**src/rtl/mem_port_arbiter_if.sv**
```systemverilog
// Bundles the CPU fetch port, the CPU data port and the byte-wide memory port of mem_port_arbiter.
interface mem_port_arbiter_if #(
  parameter int unsigned ADDR_W = 10
);
  logic              I_REQ;
  logic [ADDR_W-1:0] I_ADDR;
  logic [31:0]       I_DATA;
  logic              I_VALID;

  logic              D_READ;
  logic              D_WRITE;
  logic [7:0]        D_ADDR;
  logic [7:0]        D_WDATA;
  logic [7:0]        D_RDATA;
  logic              D_VALID;

  logic              BUSYWAIT;

  logic              M_REQ;
  logic              M_WE;
  logic [ADDR_W-1:0] M_ADDR;
  logic [7:0]        M_WDATA;
  logic [7:0]        M_RDATA;
  logic              M_ACK;

  logic              ERR;

  // Arbiter side: serves the CPU and masters the memory port.
  modport master (
    input  I_REQ, I_ADDR, D_READ, D_WRITE, D_ADDR, D_WDATA, M_RDATA, M_ACK,
    output I_DATA, I_VALID, D_RDATA, D_VALID, BUSYWAIT,
           M_REQ, M_WE, M_ADDR, M_WDATA, ERR
  );

  // Environment side: CPU requesters plus the memory model.
  modport slave (
    output I_REQ, I_ADDR, D_READ, D_WRITE, D_ADDR, D_WDATA, M_RDATA, M_ACK,
    input  I_DATA, I_VALID, D_RDATA, D_VALID, BUSYWAIT,
           M_REQ, M_WE, M_ADDR, M_WDATA, ERR
  );
endinterface

```
**src/rtl/mem_port_arbiter.sv**
```systemverilog
// Shares one byte-wide memory port between 4-beat instruction fetches and single-byte data
// accesses, stalling the CPU via BUSYWAIT; data wins over a simultaneous fetch.
module mem_port_arbiter #(
  parameter int unsigned ADDR_W  = 10,
  parameter int unsigned TIMEOUT = 16
) (
  input logic                CLK,
  input logic                RESET,
  mem_port_arbiter_if.master bus
);

  localparam int unsigned      TO_W    = $clog2(TIMEOUT);
  localparam logic [TO_W-1:0]  TO_LAST = TO_W'(TIMEOUT - 1);

  localparam logic [1:0] ST_IDLE   = 2'd0;
  localparam logic [1:0] ST_IFETCH = 2'd1;
  localparam logic [1:0] ST_DACC   = 2'd2;
  localparam logic [1:0] ST_RESP   = 2'd3;

  logic [1:0]        state_q, state_d;
  logic [ADDR_W-1:0] addr_q;
  logic [1:0]        beat_q;
  logic [TO_W-1:0]   wait_q;
  logic              is_fetch_q;
  logic              d_we_q;
  logic [7:0]        d_wdata_q;
  logic [7:0]        d_rdata_q;
  logic [31:0]       i_data_q;
  logic              err_q;

  logic busy_c;
  logic d_req_c;
  logic ack_c;
  logic to_hit_c;

  assign busy_c   = (state_q == ST_IFETCH) || (state_q == ST_DACC);
  assign d_req_c  = bus.D_READ || bus.D_WRITE;
  assign ack_c    = busy_c && bus.M_ACK;
  // Last waiting cycle of a beat passes with no ack: abort the access.
  assign to_hit_c = busy_c && !bus.M_ACK && (wait_q == TO_LAST);

  always_ff @(posedge CLK or posedge RESET) begin
    if (RESET) begin
      state_q <= ST_IDLE;
    end else begin
      state_q <= state_d;
    end
  end

  always_comb begin
    state_d = state_q;
    case (state_q)
      ST_IDLE: begin
        if (d_req_c) begin
          state_d = ST_DACC;
        end else if (bus.I_REQ) begin
          state_d = ST_IFETCH;
        end
      end
      ST_IFETCH: begin
        if (to_hit_c || (ack_c && (beat_q == 2'd3))) begin
          state_d = ST_RESP;
        end
      end
      ST_DACC: begin
        if (to_hit_c || ack_c) begin
          state_d = ST_RESP;
        end
      end
      ST_RESP: begin
        state_d = ST_IDLE;
      end
      default: begin
        state_d = ST_IDLE;
      end
    endcase
  end

  // Access context, beat assembly and the per-beat wait counter.
  always_ff @(posedge CLK or posedge RESET) begin
    if (RESET) begin
      addr_q     <= '0;
      beat_q     <= 2'd0;
      wait_q     <= '0;
      is_fetch_q <= 1'b0;
      d_we_q     <= 1'b0;
      d_wdata_q  <= 8'h00;
      d_rdata_q  <= 8'h00;
      i_data_q   <= 32'h0000_0000;
      err_q      <= 1'b0;
    end else begin
      case (state_q)
        ST_IDLE: begin
          wait_q <= '0;
          beat_q <= 2'd0;
          if (d_req_c) begin
            addr_q     <= ADDR_W'(bus.D_ADDR);
            d_we_q     <= bus.D_WRITE;
            d_wdata_q  <= bus.D_WDATA;
            is_fetch_q <= 1'b0;
          end else if (bus.I_REQ) begin
            addr_q     <= bus.I_ADDR;
            i_data_q   <= 32'h0000_0000;
            is_fetch_q <= 1'b1;
          end
        end
        ST_IFETCH: begin
          if (ack_c) begin
            i_data_q[{beat_q, 3'b000} +: 8] <= bus.M_RDATA;
            beat_q <= beat_q + 2'd1;
            wait_q <= '0;
          end else begin
            wait_q <= wait_q + TO_W'(1);
          end
          if (to_hit_c) begin
            err_q <= 1'b1;
          end
        end
        ST_DACC: begin
          if (ack_c) begin
            wait_q <= '0;
            if (!d_we_q) begin
              d_rdata_q <= bus.M_RDATA;
            end
          end else begin
            wait_q <= wait_q + TO_W'(1);
          end
          if (to_hit_c) begin
            err_q <= 1'b1;
            if (!d_we_q) begin
              d_rdata_q <= 8'h00;
            end
          end
        end
        default: begin
          wait_q <= '0;
        end
      endcase
    end
  end

  // Memory port is decoded straight from the state and latched context.
  assign bus.M_REQ   = busy_c;
  assign bus.M_WE    = (state_q == ST_DACC) && d_we_q;
  assign bus.M_ADDR  = (state_q == ST_IFETCH) ? (addr_q + ADDR_W'(beat_q)) :
                       (state_q == ST_DACC)   ? addr_q : '0;
  assign bus.M_WDATA = (state_q == ST_DACC) ? d_wdata_q : 8'h00;

  assign bus.I_DATA  = i_data_q;
  assign bus.I_VALID = (state_q == ST_RESP) && is_fetch_q;
  assign bus.D_RDATA = d_rdata_q;
  assign bus.D_VALID = (state_q == ST_RESP) && !is_fetch_q;
  assign bus.ERR     = err_q;

  // A request seen in IDLE stalls the CPU before the state has moved; reset forces the stall low.
  assign bus.BUSYWAIT = !RESET &&
                        (busy_c || ((state_q == ST_IDLE) && (bus.I_REQ || d_req_c)));

endmodule

```
**src/flat_wrapper.sv**
```systemverilog
// flat-port wrapper written by rule: the top's interface ports become plain ports
module mem_port_arbiter_flat 
#(
  parameter int unsigned ADDR_W  = 10,
  parameter int unsigned TIMEOUT = 16
)
  (CLK, RESET, bus_I_REQ, bus_I_ADDR, bus_D_READ, bus_D_WRITE, bus_D_ADDR, bus_D_WDATA, bus_M_RDATA, bus_M_ACK, bus_I_DATA, bus_I_VALID, bus_D_RDATA, bus_D_VALID, bus_BUSYWAIT, bus_M_REQ, bus_M_WE, bus_M_ADDR, bus_M_WDATA, bus_ERR);
  mem_port_arbiter_if #(.ADDR_W(ADDR_W)) bus_i ();
  input logic CLK;
  input logic RESET;
  input wire logic [$bits(bus_i.I_REQ)-1:0] bus_I_REQ;
  input wire logic [$bits(bus_i.I_ADDR)-1:0] bus_I_ADDR;
  input wire logic [$bits(bus_i.D_READ)-1:0] bus_D_READ;
  input wire logic [$bits(bus_i.D_WRITE)-1:0] bus_D_WRITE;
  input wire logic [$bits(bus_i.D_ADDR)-1:0] bus_D_ADDR;
  input wire logic [$bits(bus_i.D_WDATA)-1:0] bus_D_WDATA;
  input wire logic [$bits(bus_i.M_RDATA)-1:0] bus_M_RDATA;
  input wire logic [$bits(bus_i.M_ACK)-1:0] bus_M_ACK;
  output wire logic [$bits(bus_i.I_DATA)-1:0] bus_I_DATA;
  output wire logic [$bits(bus_i.I_VALID)-1:0] bus_I_VALID;
  output wire logic [$bits(bus_i.D_RDATA)-1:0] bus_D_RDATA;
  output wire logic [$bits(bus_i.D_VALID)-1:0] bus_D_VALID;
  output wire logic [$bits(bus_i.BUSYWAIT)-1:0] bus_BUSYWAIT;
  output wire logic [$bits(bus_i.M_REQ)-1:0] bus_M_REQ;
  output wire logic [$bits(bus_i.M_WE)-1:0] bus_M_WE;
  output wire logic [$bits(bus_i.M_ADDR)-1:0] bus_M_ADDR;
  output wire logic [$bits(bus_i.M_WDATA)-1:0] bus_M_WDATA;
  output wire logic [$bits(bus_i.ERR)-1:0] bus_ERR;
  assign bus_i.I_REQ = bus_I_REQ;
  assign bus_i.I_ADDR = bus_I_ADDR;
  assign bus_i.D_READ = bus_D_READ;
  assign bus_i.D_WRITE = bus_D_WRITE;
  assign bus_i.D_ADDR = bus_D_ADDR;
  assign bus_i.D_WDATA = bus_D_WDATA;
  assign bus_i.M_RDATA = bus_M_RDATA;
  assign bus_i.M_ACK = bus_M_ACK;
  assign bus_I_DATA = bus_i.I_DATA;
  assign bus_I_VALID = bus_i.I_VALID;
  assign bus_D_RDATA = bus_i.D_RDATA;
  assign bus_D_VALID = bus_i.D_VALID;
  assign bus_BUSYWAIT = bus_i.BUSYWAIT;
  assign bus_M_REQ = bus_i.M_REQ;
  assign bus_M_WE = bus_i.M_WE;
  assign bus_M_ADDR = bus_i.M_ADDR;
  assign bus_M_WDATA = bus_i.M_WDATA;
  assign bus_ERR = bus_i.ERR;
  mem_port_arbiter #(.ADDR_W(ADDR_W), .TIMEOUT(TIMEOUT)) u_core (.CLK(CLK), .RESET(RESET), .bus(bus_i));
endmodule
```
**config.mk**
```make
export PLATFORM = sky130hd
export DESIGN_NAME = mem_port_arbiter_flat
export DESIGN_NICKNAME = d
export VERILOG_FILES = /design/src/rtl/mem_port_arbiter_if.sv /design/src/rtl/mem_port_arbiter.sv /design/src/flat_wrapper.sv
export SDC_FILE = /design/constraint.sdc
export NUM_CORES = 1
export LEC_CHECK = 0
export ABC_AREA = 1
export ABC_CLOCK_PERIOD_IN_PS = 1900
export CAP_MARGIN = 25
export CORE_MARGIN = 2
export CORE_UTILIZATION = 44
export DETAILED_ROUTE_END_ITERATION = 10
export GPL_TIMING_DRIVEN = 0
export PLACE_DENSITY = 0.77
export SKIP_LAST_GASP = 1
export SYNTH_ARGS = -nofsm -noshare
export SYNTH_HDL_FRONTEND = slang
export SYNTH_SLANG_ARGS = --single-unit
export TNS_END_PERCENT = 20
```
**constraint.sdc**
```tcl
create_clock -name CLK -period 1.9 [get_ports CLK]
set_clock_uncertainty 0.1 [all_clocks]
set_input_delay 0.19 -clock CLK [delete_from_list [all_inputs] [get_ports CLK]]
set_output_delay 0.19 -clock CLK [all_outputs]
set_load 0.05 [all_outputs]
```
# --- Word level (Yosys, flattened, before mapping) ---
# Index checks and enable logic that the tools add are counted.
classes:
  n_addsub: 4
  n_mul: 0
  n_div: 0
  n_lt_le_gt_ge: 0
  n_eq_ne: 11
  shifts: 2
  mux: 25
  n_bitwise: 0
  n_reduce_logical: 28
ops:
  columns: ["operator", "count"]
  rows:
  - ["two-way mux 32 bit", 3]
  - ["one-hot mux 32 bit (2 select lines)", 1]
  - ["two-way mux 10 bit", 4]
  - ["two-way mux 8 bit", 5]
  - ["bitwise mux 32 bit", 1]
  - ["variable shift 8 x 7 -> 32 bit, first input constant", 1]
  - ["indexed part select 8 x 7 -> 32 bit", 1]
  - ["adder 10 x 2 -> 10 bit", 1]
  - ["two-way mux 2 bit", 5]
  - ["logical AND 1 bit", 9]
  - ["two-way mux 4 bit", 2]
  - ["inequality test 2 bit, second input constant", 4]
  - ["one-hot mux 2 bit (4 select lines)", 1]
  - ["AND reduction 2 bit", 4]
  - ["negation 5 -> 7 bit", 1]
  - ["== test 2 bit, second input constant", 3]
  - ["logical OR 1 bit", 6]
  - ["adder 4 x 1 -> 4 bit, second input constant", 1]
  - ["== test 4 bit, second input constant", 1]
  - ["one-hot mux 2 bit (2 select lines)", 1]
  - ["AND reduction 4 bit", 1]
  - ["nonzero test 2 bit", 2]
  - ["logical NOT 1 bit", 3]
  - ["inequality test 3 x 2 -> 1 bit, second input constant", 1]
  - ["other kinds (7)", 8]
totals:
  ff_bits: 69
  latchBits: 0
  ramBits: 0
  romBits: 0
  input_bits: 40
  word_cells: 80
  memories: 0

# --- Longest topological paths before layout ---
# Gate-level depths: netlist of run 1.
depth:
  depth_word: 7
  depth_mapped: 10

# --- Worst setup path after synthesis of run 1 ---
# OpenSTA, ideal clock, no wires.
synth_path:
  path_type: "register -> output"
  start: "reg u_core.beat_q[0]"
  end: "out bus_M_ADDR[4]"
  arrival_time_ns: 2.428
  t_required_ns: 1.610
  slack_ns: -0.818
  stages_incl_launch_ff: 7
  path_cell_list: "dfrtp_1 > ha_1 > inv_1 > fa_1 > nor3_1 > nand2_1 > o21ai_0"
synth_between:
  elab_chain_len: 2
synth_lines:
  columns: ["element", "line", "source"]
  rows:
  - ["start: declaration", "mem_port_arbiter.sv:22", "logic [1:0] beat_q;"]
  - ["start signal: assignment", "mem_port_arbiter.sv:110", "beat_q <= beat_q + 2'd1;"]
  - ["adder 10 x 2 -> 10 bit", "mem_port_arbiter.sv:145", "assign bus.M_ADDR = (state_q == ST_IFETCH) ? (addr_q + ADDR_W'(beat_q)) :"]
  - ["two-way mux 10 bit", "mem_port_arbiter.sv:145", null]
  - ["end: declaration", "flat_wrapper.sv:26", "output wire logic [$bits(bus_i.M_ADDR)-1:0] bus_M_ADDR;"]
# No other way between the ends.

# --- Final worst setup path of run 1 ---
layout_path:
  start: "reg u_core.beat_q[0]"
  end: "out bus_M_ADDR[8]"
# The elaborated chain is that of the path after synthesis.

==> reports/qor_table.md, run 1 <==
| Item | This run |
|:---|:---|
| Result of the run | finished with violations |
| Violations in the final reports | negative setup slack |
| CP Cell Sequence | ha_4 -> inv_2 -> fa_2 -> inv_2 -> nand3_2 -> nor2_4 -> nand3_2 -> nand2_2 -> clkinvlp_4 -> buf_8 |
| Aggregate global routing overflow | 0 |
| DRT antenna net count | 0 |
| Syn Nets | 577 |
| Number of cell instances on the worst register-to-register path | 11 |
| Slowest CP cell | dfrtp_2 |
| Max Clk Rate | 426.3 MHz |
| Required time of the worst setup path | 1.61 ns |
| Synthesized flop and latch total | 69 |
| Register-to-register path setup slack | -0.19 ns |
| Total global-route track usage | 21.77% |
| Synth cell types | 26 |
| Routed vias | 4,037 |
| Later-pin clock latency in the skew report | 0.34 ns |
| Final-report setup violation count | 63 |
| Diodes inserted | 0 |
| Clock tree from TritonCTS | done |
| Largest stage delay on the critical path | 0.41 ns |
| Total non-filler cell area in the finished layout | 5776 µm² |
| Routed Wire Length | 11.25 mm |
| Unrepaired setup endpoints after global routing | true |
| Port bufs | 103 |
| Largest net degree at the start of global routing | 43 |
| Async set-reset flop share out of synthesis | 100.0% |
| Largest area contributor in the synthesized netlist | dfrtp_1 |
| Drt drc | 0 |
| Cell Area, Synth | 3860 µm² |
| Number of global-route vias before repair | 3,596 |
| Deepest clock path buffer count | 2 |
| Die boundary width | 97.66 µm |
| Prevailing post-synth register cell | dfrtp_1 |
| Total half-perimeter wirelength after legalization and detailed placement | 7.489 mm |
| Clock network fraction of design power | 15.8% |
| Power per standard cell area | 1550 nW/µm² |
| Top cells by area in the synthesized netlist | dfrtp_1 45%, nand2_1 17%, nand3_1 9.5%, nor2_1 5.1%, inv_1 4.7% |
| CP Max Fanout | 4 |
| Switching portion of total power | 49.52% |
| Data arrival at the endpoint of the critical path | 2.06 ns |
| Top cells by count, synth | 177 x nand2_1, 73 x nand3_1, 69 x dfrtp_1 |
| Relative slew slack | 39.51% |
| Leakage power summed over all cells | 2.821 nW |
| Post-synthesis cell count | 523 |
| Number of warnings issued by yosys | 0 |
| Avg WL per Cell | 14.50 µm |
| Die outline area | 9537 µm² |
| Core Box Area | 8593 µm² |
| Count of endpoints failing hold in the final timing report | 0 |
| Fin crit period | 2.346 ns |
| Switch Pwr | 0.004433 W |
| Post-layout nets | 717 |
| Cell internal power dissipation | 0.004519 W |
| Worst hold start | bus_D_WDATA[3] |
| Instance count along the most critical hold path | 3 |
| Share of the synthesized area in the top cell type | 44.73% |
| Share of the clock period used by the worst path | 123.5% |
| Total number of clock tree sinks | 69 |
| Post-DR vias/cell | 5.202 |
| Count of final max-slew check failures | 0 |
| CTS buffer count | 9 |
| Number of max-cap violations | 0 |
| RR Startpoint | u_core.beat_q[0] |
| Number of standard cells in the final layout excluding fillers | 776 |
| Area Growth Syn to Fin | 49.63% |
| Wire length of the first global-routing pass | 17.07 mm |
| Total cell area at the placement stage | 5116 µm² |
| Final estimated routing congestion in global placement | 0.8601 |
| Register area share after synthesis | 44.73% |
| Die Y | 97.66 µm |
| Class of the worst hold path | in -> reg |
| Clk Tree Root Cell | clkbuf_8 |
| Placed instance count | 735 |
| Critical path launch point type | flop |
| EDFF count, synth | 0 |
| Part of the total power dissipated in sequential elements | 24.5% |
| Relative contribution of combinational cells to total power | 59.8% |
| DRC violation total after the first TritonRoute iteration | 240 |
| Num ports | 104 |
| Filler instances | 714 |
| WHS Endpoint | u_core.d_wdata_q[3] |
| Initial DRT Pass Iterations | 5 |
| Cell with the most instances after synthesis | nand2_1 |
| End of the worst register-to-register path | u_core.bus.I_DATA[11] |
| CTS H-tree lvls | 3 |
| Initial core utilization | 44.92% |
| PnR worst setup slack | -0.4457 ns |
| WS Path Type | reg -> out |
| Kind of end point of the critical path | primary output |
| Clock slew at the register clock pins of the worst setup and hold paths | 0.08 ns |
| Number of rows created at floorplan | 34 |
| Initial antenna violation count | 0 |
| Actual transition at the worst max-transition pin | 0.9054 ns |
| Fraction of final layout cells with drive strength greater than 1 | 21.41% |
| Highest ir drop seen on vdd | 0.7515 mV |
| Mean cell area of the mapped netlist | 7.380 µm² |
==> sequential cells by signal, indices dropped and copies added (netlist names) <==
name,flops
u_core.beat_q,2
u_core.d_wdata_q,8
u_core.d_we_q,1
u_core.state_q,2
u_core.bus.D_RDATA,8
u_core.bus.I_DATA,32
u_core.bus.ERR,1
u_core.wait_q,4
u_core.is_fetch_q,1
u_core.addr_q,10
==> cell type report <==
type	count	area (µm²)	area share, %
multi-input combinational	381	2047	35.44
sequential	69	1729	29.94
clock buffer	11	151.4	2.621
tap	108	135.1	2.340
inverter	56	230.2	3.986
timing repair buffer	129	1257	21.77
clock inverter	5	81.33	1.408
buffer	17	143.9	2.491
==> per-stage QoR <==
step                setup TNS (ns)  power, W  util (%)  setup WS, ns  hold WS (ns)
CTS                         -17.40  0.008354     63.47       -0.4472        0.2684
detailed placement          -26.23  0.006788     59.54       -0.9663        0.3588
global placement            -24.03  0.006684     59.30       -0.9247        0.3501
global route                -17.75  0.009483     67.21       -0.5350        0.2934
finish                      -10.82  0.008952     67.21       -0.4457        0.2759
floorplan                   -2.238  0.005412         -       -0.1660        0.1635
==> routing by layer <==
layer / wire, µm / track usage (%) / vias to the layer above / share of wire (%)
met3: 913 / 5.827 / 35 / 8.1
met5: 0 / 0 / - / 0
met4: 298 / 7.051 / 0 / 2.6
met2: 5460 / 35.60 / 183 / 49
met1: 4577 / 28.21 / 1878 / 41
li1: - / - / 1941 / -
==> cell usage in the layout, fill, tap and decap left out, types with 8 or more instances in the layout <==
cell type / n
buf_2: 8
nor3_1: 10
nand2_2: 11
o21ai_0: 15
nand3_1: 70
a31oi_1: 8
inv_1: 42
nand2_1: 165
buf_4: 29
clkbuf_8: 11
nor2_1: 46
clkdlybuf4s50_1: 83
dfrtp_1: 67
buf_6: 17
==> worst max-delay path: cells and delay by family, from the launching register on <==
family | cells | cell delay, ns
flops | 1 | 0.41
buf+inv | 4 | 0.35
fa+ha+maj | 2 | 0.51
simple gates | 4 | 0.45
==> power by group through the flow <==
stage               registers (W)  logic, W  clock network, W
floorplan                 0.00258   0.00284                 0
global placement          0.00219   0.00450                 0
detailed placement        0.00221   0.00458                 0
CTS                       0.00218   0.00475           0.00142
global route              0.00224   0.00576           0.00148
finish                    0.00219   0.00535           0.00141
==> cell families after synthesis <==
| family | count (synthesis) | share of synthesized area (%) |
|---|---|---|
| buffers and inverters | 73 | 7.844 |
| flip-flops | 69 | 44.73 |
| AO/OA/AOI/OAI | 41 | 6.191 |
| adder cells (fa/ha/maj) | 14 | 4.733 |
| AND/OR/NAND/NOR | 326 | 36.50 |
==> worst max-delay path by stage <==
stage	end	slack, ns	from
2_1_floorplan	bus_M_ADDR[2]	-0.17	u_core.beat_q[0]
3_3_place_gp	bus_M_ADDR[4]	-0.92	u_core.beat_q[0]
3_5_place_dp	bus_M_ADDR[4]	-0.97	u_core.beat_q[0]
4_1_cts	bus_M_ADDR[8]	-0.45	u_core.beat_q[0]
5_1_grt	bus_M_ADDR[7]	-0.53	u_core.state_q[1]
6_report	bus_M_ADDR[8]	-0.45	u_core.beat_q[0]
==> what timing repair did <==
action | 4_1_cts | 5_1_grt
pin swaps | 4 | 15
buffers inserted | 5 | 20
gates resized for setup | 130 | 58
hold buffers | 0 | 0
setup endpoints to repair | 66 | 76
Power figures use the tool's default switching activity.
==> run 2, diff against run 1 <==
--- a/config.mk
+++ b/config.mk
@@ -11,7 +11,6 @@
 export CORE_MARGIN = 2
 export CORE_UTILIZATION = 44
 export DETAILED_ROUTE_END_ITERATION = 10
-export GPL_TIMING_DRIVEN = 0
 export PLACE_DENSITY = 0.77
 export SKIP_LAST_GASP = 1
 export SYNTH_ARGS = -nofsm -noshare
==> reports/qor_table.md, run 2 (synthesized netlist as in run 1, its figures left out) <==
| Item | This run | Delta |
|:---|:---|:---|
| Critical path launch point type | flop |  |
| Initial DRT Pass Iterations | 5 | unchanged |
| Count of final max-slew check failures | 0 | unchanged |
| PnR worst setup slack | -0.4692 ns | -0.02347 ns |
| Violations in the final reports | negative setup slack |  |
| Layout Utilization | 67.31% | +0.10 points |
| Number of rows created at floorplan | 34 | unchanged |
| Result of the run | finished with violations |  |
| Avg WL per Cell | 13.31 µm | -8.2% |
| Port bufs | 103 | unchanged |
| Post-DR vias/cell | 5.055 | -2.8% |
| Total cell area at the placement stage | 5492 µm² | +7.3% |
| Filler instances | 717 | +0.42% |
| Largest net degree at the start of global routing | 33 | -23% |
| Total half-perimeter wirelength after legalization and detailed placement | 7.764 mm | +3.7% |
| Part of the total power dissipated in sequential elements | 24.7% | +0.2 points |
| Sequential cell area | 1728 µm² | about the same |
| Clock slew at the register clock pins of the worst setup and hold paths | 0.07 ns | about the same |
| Power per standard cell area | 1525 nW/µm² | -1.6% |
| Commonest non-fill, non-tap cell in the layout | nand2_1 |  |
| Total non-filler cell area in the finished layout | 5784 µm² | +0.15% |
| Largest stage delay on the critical path | 0.38 ns | -0.03 ns |
| Post-layout nets | 712 | -0.70% |
| RR Startpoint | u_core.state_q[1] |  |
| Unrepaired setup endpoints after global routing | true |  |
| Switching portion of total power | 48.51% | -1.0 points |
| Cell internal power dissipation | 0.004540 W | +0.48% |
| Diodes inserted | 0 | unchanged |
| CTS buffer count | 9 | unchanged |
| Routed Wire Length | 10.25 mm | -8.9% |
| Clock tree from TritonCTS | done |  |
| Deepest clock path buffer count | 2 | unchanged |
| Relative contribution of combinational cells to total power | 63.5% | +3.7 points |
| Initial antenna violation count | 0 | unchanged |
| Highest ir drop seen on vdd | 1.213 mV | +61% |
| CP Cell Sequence | ha_2 -> inv_2 -> fa_2 -> inv_2 -> nand3_2 -> nor2_4 -> nand2_2 -> o21ai_2 -> nand2_2 -> clkinvlp_4 -> buf_12 |  |
| Most frequent cells in the layout | 171 x nand2_1, 80 x clkdlybuf4s50_1, 70 x nand3_1 |  |
| Worst slack at placement | -0.1927 ns | +0.7737 ns |
| Leakage power summed over all cells | 2.825 nW | +0.13% |
| End of the worst register-to-register path | u_core.bus.D_RDATA[5] |  |
| Number of max-cap violations | 0 | unchanged |
| Core Box Area | 8593 µm² | unchanged |
| DRT antenna net count | 0 | unchanged |
| Max Clk Rate | 422.1 MHz | -0.99% |
| Fin crit period | 2.369 ns | +0.02347 ns |
| Die outline area | 9537 µm² | unchanged |
| Later-pin clock latency in the skew report | 0.34 ns | about the same |
| Final-report setup violation count | 25 | -60% |
| Switch Pwr | 0.004278 W | -3.5% |
| Register-to-register path setup slack | -0.03 ns | +0.16 ns |
| Wire length of the first global-routing pass | 17.58 mm | +3.0% |
| Aggregate global routing overflow | 0 | unchanged |
| Number of global-route vias before repair | 3,750 | +4.3% |
| CP Max Fanout | 4 | unchanged |
| Drt drc | 0 | unchanged |
| Fraction of final layout cells with drive strength greater than 1 | 18.28% | -3.1 points |
| Slowest CP cell | dfrtp_1 |  |
| WS Path Type | reg -> out |  |
| Relative slew slack | 65.99% | +26 points |
| Class of the worst hold path | in -> async |  |
| Count of endpoints failing hold in the final timing report | 0 | unchanged |
| Required time of the worst setup path | 1.61 ns | about the same |
| Max FFs per register | 32 | unchanged |
| Actual transition at the worst max-transition pin | 0.5085 ns | -0.3970 ns |
| Share of the clock period used by the worst path | 124.7% | +1.2 points |
| DRC violation total after the first TritonRoute iteration | 180 | -25% |
| Final estimated routing congestion in global placement | 0.9132 | +6.2% |
| Combined area of the multi-input logic cells | 1961 µm² | -4.2% |
| Number of cell instances on the worst register-to-register path | 8 | -3 |
| CTS H-tree lvls | 3 | unchanged |
| Clock network fraction of design power | 11.9% | -3.9 points |
| Routed vias | 3,892 | -3.6% |
| Total global-route track usage | 22.56% | +0.79 points |
| Num ports | 104 | unchanged |
| Die boundary width | 97.66 µm | unchanged |
| Die Y | 97.66 µm | unchanged |
| Clk Tree Root Cell | clkbuf_8 |  |
| Total number of clock tree sinks | 69 | unchanged |
| Initial core utilization | 44.92% | unchanged |
| Data arrival at the endpoint of the critical path | 2.08 ns | +0.02 ns |
| Kind of end point of the critical path | primary output |  |
| Area Growth Syn to Fin | 49.85% |  |
run 2: cell types whose count changed in the layout (fill, tap and decap cells not counted), moves of 4 or more:
cell / delta
clkdlybuf4s15_2: -5
nor2_1: +4
ha_1: +4
buf_4: +6
buf_6: -16
buf_12: +23
nand2_1: +6
buf_2: -8
nand2_2: -4
run 2: worst max-delay path by stage:
| stage | startpoint | end | slack, ns | depth (start not counted) |
|---|---|---|---|---|
| 2_1_floorplan | u_core.beat_q[0] | bus_M_ADDR[2] | -0.17 | 6 |
| 3_3_place_gp | u_core.addr_q[0] | bus_M_ADDR[4] | -0.09 | 8 |
| 3_5_place_dp | u_core.addr_q[0] | bus_M_ADDR[4] | -0.19 | 8 |
| 4_1_cts | u_core.addr_q[0] | bus_M_ADDR[8] | -0.44 | 11 |
| 5_1_grt | u_core.beat_q[0] | bus_M_ADDR[8] | -0.59 | 10 |
| 6_report | u_core.beat_q[0] | bus_M_ADDR[8] | -0.47 | 11 |
run 2: timing repair:
item | in CTS | in global routing
buffers inserted | 4 | 4
hold buffers | 0 | 0
endpoints found under the hold margin | 0 | 0
pin swaps | 6 | 10
endpoints found under the setup margin | 20 | 63
gates resized for setup | 14 | 12
run 2: area by class of cell:
class / count / share of cell area, %
multi-input cells: 381 / 33.90
clock inverters: 2 / 0.1730
inverters: 56 / 3.829
repair buffers: 141 / 27.32
well taps: 108 / 2.336
clock buffers: 13 / 2.574
flip-flops and latches: 69 / 29.87
run 2: stage by stage:
| stage | hold WS [ns] | setup TNS, ns | cells | total power [W] |
|---|---|---|---|---|
| 6_report | 0.1608 | -3.466 | 770 | 0.008819 |
| 2_1_floorplan | 0.1635 | -2.238 | 523 | 0.005412 |
| 4_1_cts | 0.1665 | -3.629 | 767 | 0.008746 |
| 5_1_grt | 0.1944 | -11.28 | 770 | 0.009404 |
| 3_5_place_dp | 0.3582 | -0.2679 | 748 | 0.007611 |
| 3_3_place_gp | 0.3521 | -0.1154 | 748 | 0.007489 |
run 2: power groups by stage:
stage	registers [W]	clock network, W	logic (W)
finish	0.00217	0.00105	0.00560
global route	0.00223	0.00113	0.00604
CTS	0.00216	0.00106	0.00553
detailed placement	0.00218	0	0.00543
global placement	0.00216	0	0.00533
floorplan	0.00258	0	0.00284
run 2: worst max-delay path: cells and delay by family, from the launching register on:
| kind | cells | cell delay [ns] |
|---|---|---|
| AOI/OAI and AO/OA | 1 | 0.06 |
| adders and majority gates | 2 | 0.57 |
| and+or+nand+nor | 4 | 0.40 |
| DFF | 1 | 0.38 |
| buffers and inverters | 4 | 0.33 |
run 2: routing by layer:
layer | global-route usage [%] | wire length (µm) | vias up
li1 | - | - | 1934
met5 | 0 | 0 | -
met3 | 4.964 | 699 | 24
met1 | 28.21 | 4307 | 1811
met2 | 38.41 | 5026 | 123
met4 | 8.120 | 216 | 0
==> run 3, diff against run 2 <==
--- a/config.mk
+++ b/config.mk
@@ -11,7 +11,7 @@
 export CORE_MARGIN = 2
 export CORE_UTILIZATION = 44
 export DETAILED_ROUTE_END_ITERATION = 10
-export PLACE_DENSITY = 0.77
+export PLACE_DENSITY_LB_ADDON = 0.12
 export SKIP_LAST_GASP = 1
 export SYNTH_ARGS = -nofsm -noshare
 export SYNTH_HDL_FRONTEND = slang
==> reports/qor_table.md, run 3 (synthesized netlist as in run 1, its figures left out) <==
| Item | This run | Delta |
|:---|:---|:---|
| CP Cell Sequence | ha_2 -> inv_2 -> fa_2 -> inv_2 -> nand3_2 -> nor2_4 -> nand3_1 -> nand2_2 -> clkinvlp_4 -> buf_12 |  |
| Violations in the final reports | negative setup slack |  |
| Number of standard cells in the final layout excluding fillers | 764 | -0.78% |
| Max FFs per register | 32 | unchanged |
| Clk Tree Root Cell | clkbuf_8 |  |
| Relative contribution of combinational cells to total power | 61.5% | -2.0 points |
| Filler instances | 738 | +2.9% |
| Largest net degree at the start of global routing | 33 | unchanged |
| Area Growth Syn to Fin | 50.66% |  |
| Actual transition at the worst max-transition pin | 0.5086 ns | +0.00008649 ns |
| CTS H-tree lvls | 3 | unchanged |
| Aggregate global routing overflow | 0 | unchanged |
| Sequential cell area | 1727 µm² | about the same |
| Most frequent cells in the layout | 171 x nand2_1, 80 x clkdlybuf4s50_1, 70 x nand3_1 |  |
| Kind of end point of the critical path | primary output |  |
| Routed Wire Length | 10.12 mm | -1.3% |
| Deepest clock path buffer count | 2 | unchanged |
| Part of the total power dissipated in sequential elements | 23.7% | -1.0 points |
| Core Box Area | 8593 µm² | unchanged |
| Share of the clock period used by the worst path | 123.4% | -1.3 points |
| Total cell area at the placement stage | 5454 µm² | -0.68% |
| Commonest non-fill, non-tap cell in the layout | nand2_1 |  |
| Avg WL per Cell | 13.24 µm | -0.52% |
| Power per standard cell area | 1572 nW/µm² | +3.1% |
| Leakage power summed over all cells | 2.824 nW | about the same |
| Diodes inserted | 0 | unchanged |
| Die outline area | 9537 µm² | unchanged |
| Initial antenna violation count | 0 | unchanged |
| Initial core utilization | 44.92% | unchanged |
| PnR worst setup slack | -0.4448 ns | +0.02437 ns |
| Later-pin clock latency in the skew report | 0.34 ns | about the same |
| CTS buffer count | 9 | unchanged |
| Register-to-register path setup slack | -0.06 ns | -0.03 ns |
| Max Clk Rate | 426.5 MHz | +1.0% |
| Fraction of final layout cells with drive strength greater than 1 | 17.68% | -0.60 points |
| Switch Pwr | 0.004330 W | +1.2% |
| Post-DR vias/cell | 4.991 | -1.3% |
| Cell internal power dissipation | 0.004813 W | +6.0% |
| Number of hold-repair buffers added at the cts stage | 0 | unchanged |
| Buf/Inv on CP | 4 | unchanged |
| Clock slew at the register clock pins of the worst setup and hold paths | 0.08 ns | about the same |
| Combined area of the multi-input logic cells | 1981 µm² | +1.0% |
| Unrepaired setup endpoints after global routing | true |  |
| Cell repeated most along the worst path | inv_2 |  |
| DRC violation total after the first TritonRoute iteration | 130 | -28% |
| Number of global-route vias before repair | 3,703 | -1.3% |
| Num ports | 104 | unchanged |
| Die boundary width | 97.66 µm | unchanged |
| Layout Utilization | 67.68% | +0.36 points |
| Number of rows created at floorplan | 34 | unchanged |
| Wire length of the first global-routing pass | 17.13 mm | -2.6% |
| Highest ir drop seen on vdd | 0.9500 mV | -22% |
| Slowest CP cell | dfrtp_1 |  |
| Fin crit period | 2.345 ns | -0.02437 ns |
| Number of max-cap violations | 0 | unchanged |
| Routed vias | 3,813 | -2.0% |
| CP Max Fanout | 4 | unchanged |
| Die Y | 97.66 µm | unchanged |
| Relative slew slack | 65.99% | about the same |
| Total half-perimeter wirelength after legalization and detailed placement | 7.688 mm | -0.98% |
| Total global-route track usage | 22.04% | -0.53 points |
| Initial DRT Pass Iterations | 4 | -1 |
| DRT antenna net count | 0 | unchanged |
| Result of the run | finished with violations |  |
| Clock network fraction of design power | 14.8% | +2.9 points |
| Required time of the worst setup path | 1.61 ns | about the same |
| Placed instance count | 743 | -0.67% |
| Total non-filler cell area in the finished layout | 5816 µm² | +0.54% |
| Class of the worst hold path | in -> async |  |
| Port bufs | 103 | unchanged |
| Count of final max-slew check failures | 0 | unchanged |
| WS Path Type | reg -> out |  |
| Final estimated routing congestion in global placement | 0.8667 | -5.1% |
| Largest stage delay on the critical path | 0.36 ns | -0.02 ns |
| Count of endpoints failing hold in the final timing report | 0 | unchanged |
| Total number of clock tree sinks | 69 | unchanged |
| Switching portion of total power | 47.36% | -1.2 points |
| Final-report setup violation count | 28 | +12% |
| Critical path launch point type | flop |  |
| Post-layout nets | 705 | -0.98% |
| Data arrival at the endpoint of the critical path | 2.05 ns | -0.03 ns |
| Drt drc | 0 | unchanged |
| Clock tree from TritonCTS | done |  |
| Critical path's top delay family | adder cells |  |
[run 3: power by group through the flow]
stage / clock network (W) / registers (W) / logic, W
floorplan: 0 / 0.00258 / 0.00284
global placement: 0 / 0.00216 / 0.00530
detailed placement: 0 / 0.00217 / 0.00540
CTS: 0.00138 / 0.00215 / 0.00546
global route: 0.00144 / 0.00221 / 0.00608
finish: 0.00136 / 0.00217 / 0.00562
[run 3: what timing repair did]
item | 4_1_cts | 5_1_grt
pin swaps | 5 | 10
resized for setup | 8 | 20
endpoints found under the setup margin | 22 | 66
buffers inserted | 3 | 2
cloned | 0 | 0
[run 3: layout make-up]
class,instances,area share (%)
multi-input cells,381,34.06
clock buffers,11,2.431
inverters,56,3.744
clock inverters,5,1.420
repair buffers,134,26.33
flip-flops and latches,69,29.69
well taps,108,2.324
[run 3: worst register-to-register path: stages, from the launching register on]
cell	delay, ns
dfrtp_1	0.36
buf_4	0.11
buf_4	0.24
inv_1	0.12
ha_1	0.37
clkinv_1	0.24
nand3_1	0.14
nor2_1	0.05
nand3_1	0.09
nand2_1	0.05
[run 3: worst paths after layout]
path / start / endpoint / cells after the start
max: u_core.beat_q[0] / bus_M_ADDR[8] / 10
min: RESET / u_core.addr_q[5] / 2
max reg2reg: u_core.beat_q[0] / u_core.bus.I_DATA[26] / 9
min reg2reg: u_core.wait_q[0] / u_core.wait_q[0] / 1
max in group asynchronous: RESET / u_core.bus.I_DATA[13] / 3
min in group CLK: bus_D_WDATA[4] / u_core.d_wdata_q[4] / 3
[run 3: metal layers]
layer,part of all wire (%),routed length [µm],up-vias,global-route usage (%)
li1,-,-,1916,-
met2,51,5124,101,38.62
met3,5.1,514,18,3.741
met1,42,4282,1778,27.36
met4,1.9,195,0,7.799
met5,0,0,-,0
[run 3: metrics by stage]
step	TNS (ns)	total power, W	setup slack (ns)	hold slack (ns)
floorplan	-2.238	0.005412	-0.1660	0.1635
global placement	-0.3781	0.007462	-0.08267	0.3493
detailed placement	-0.7192	0.007569	-0.1474	0.3621
CTS	-3.857	0.009000	-0.4273	0.1155
global route	-9.777	0.009733	-0.5384	0.1864
finish	-3.469	0.009143	-0.4448	0.1547
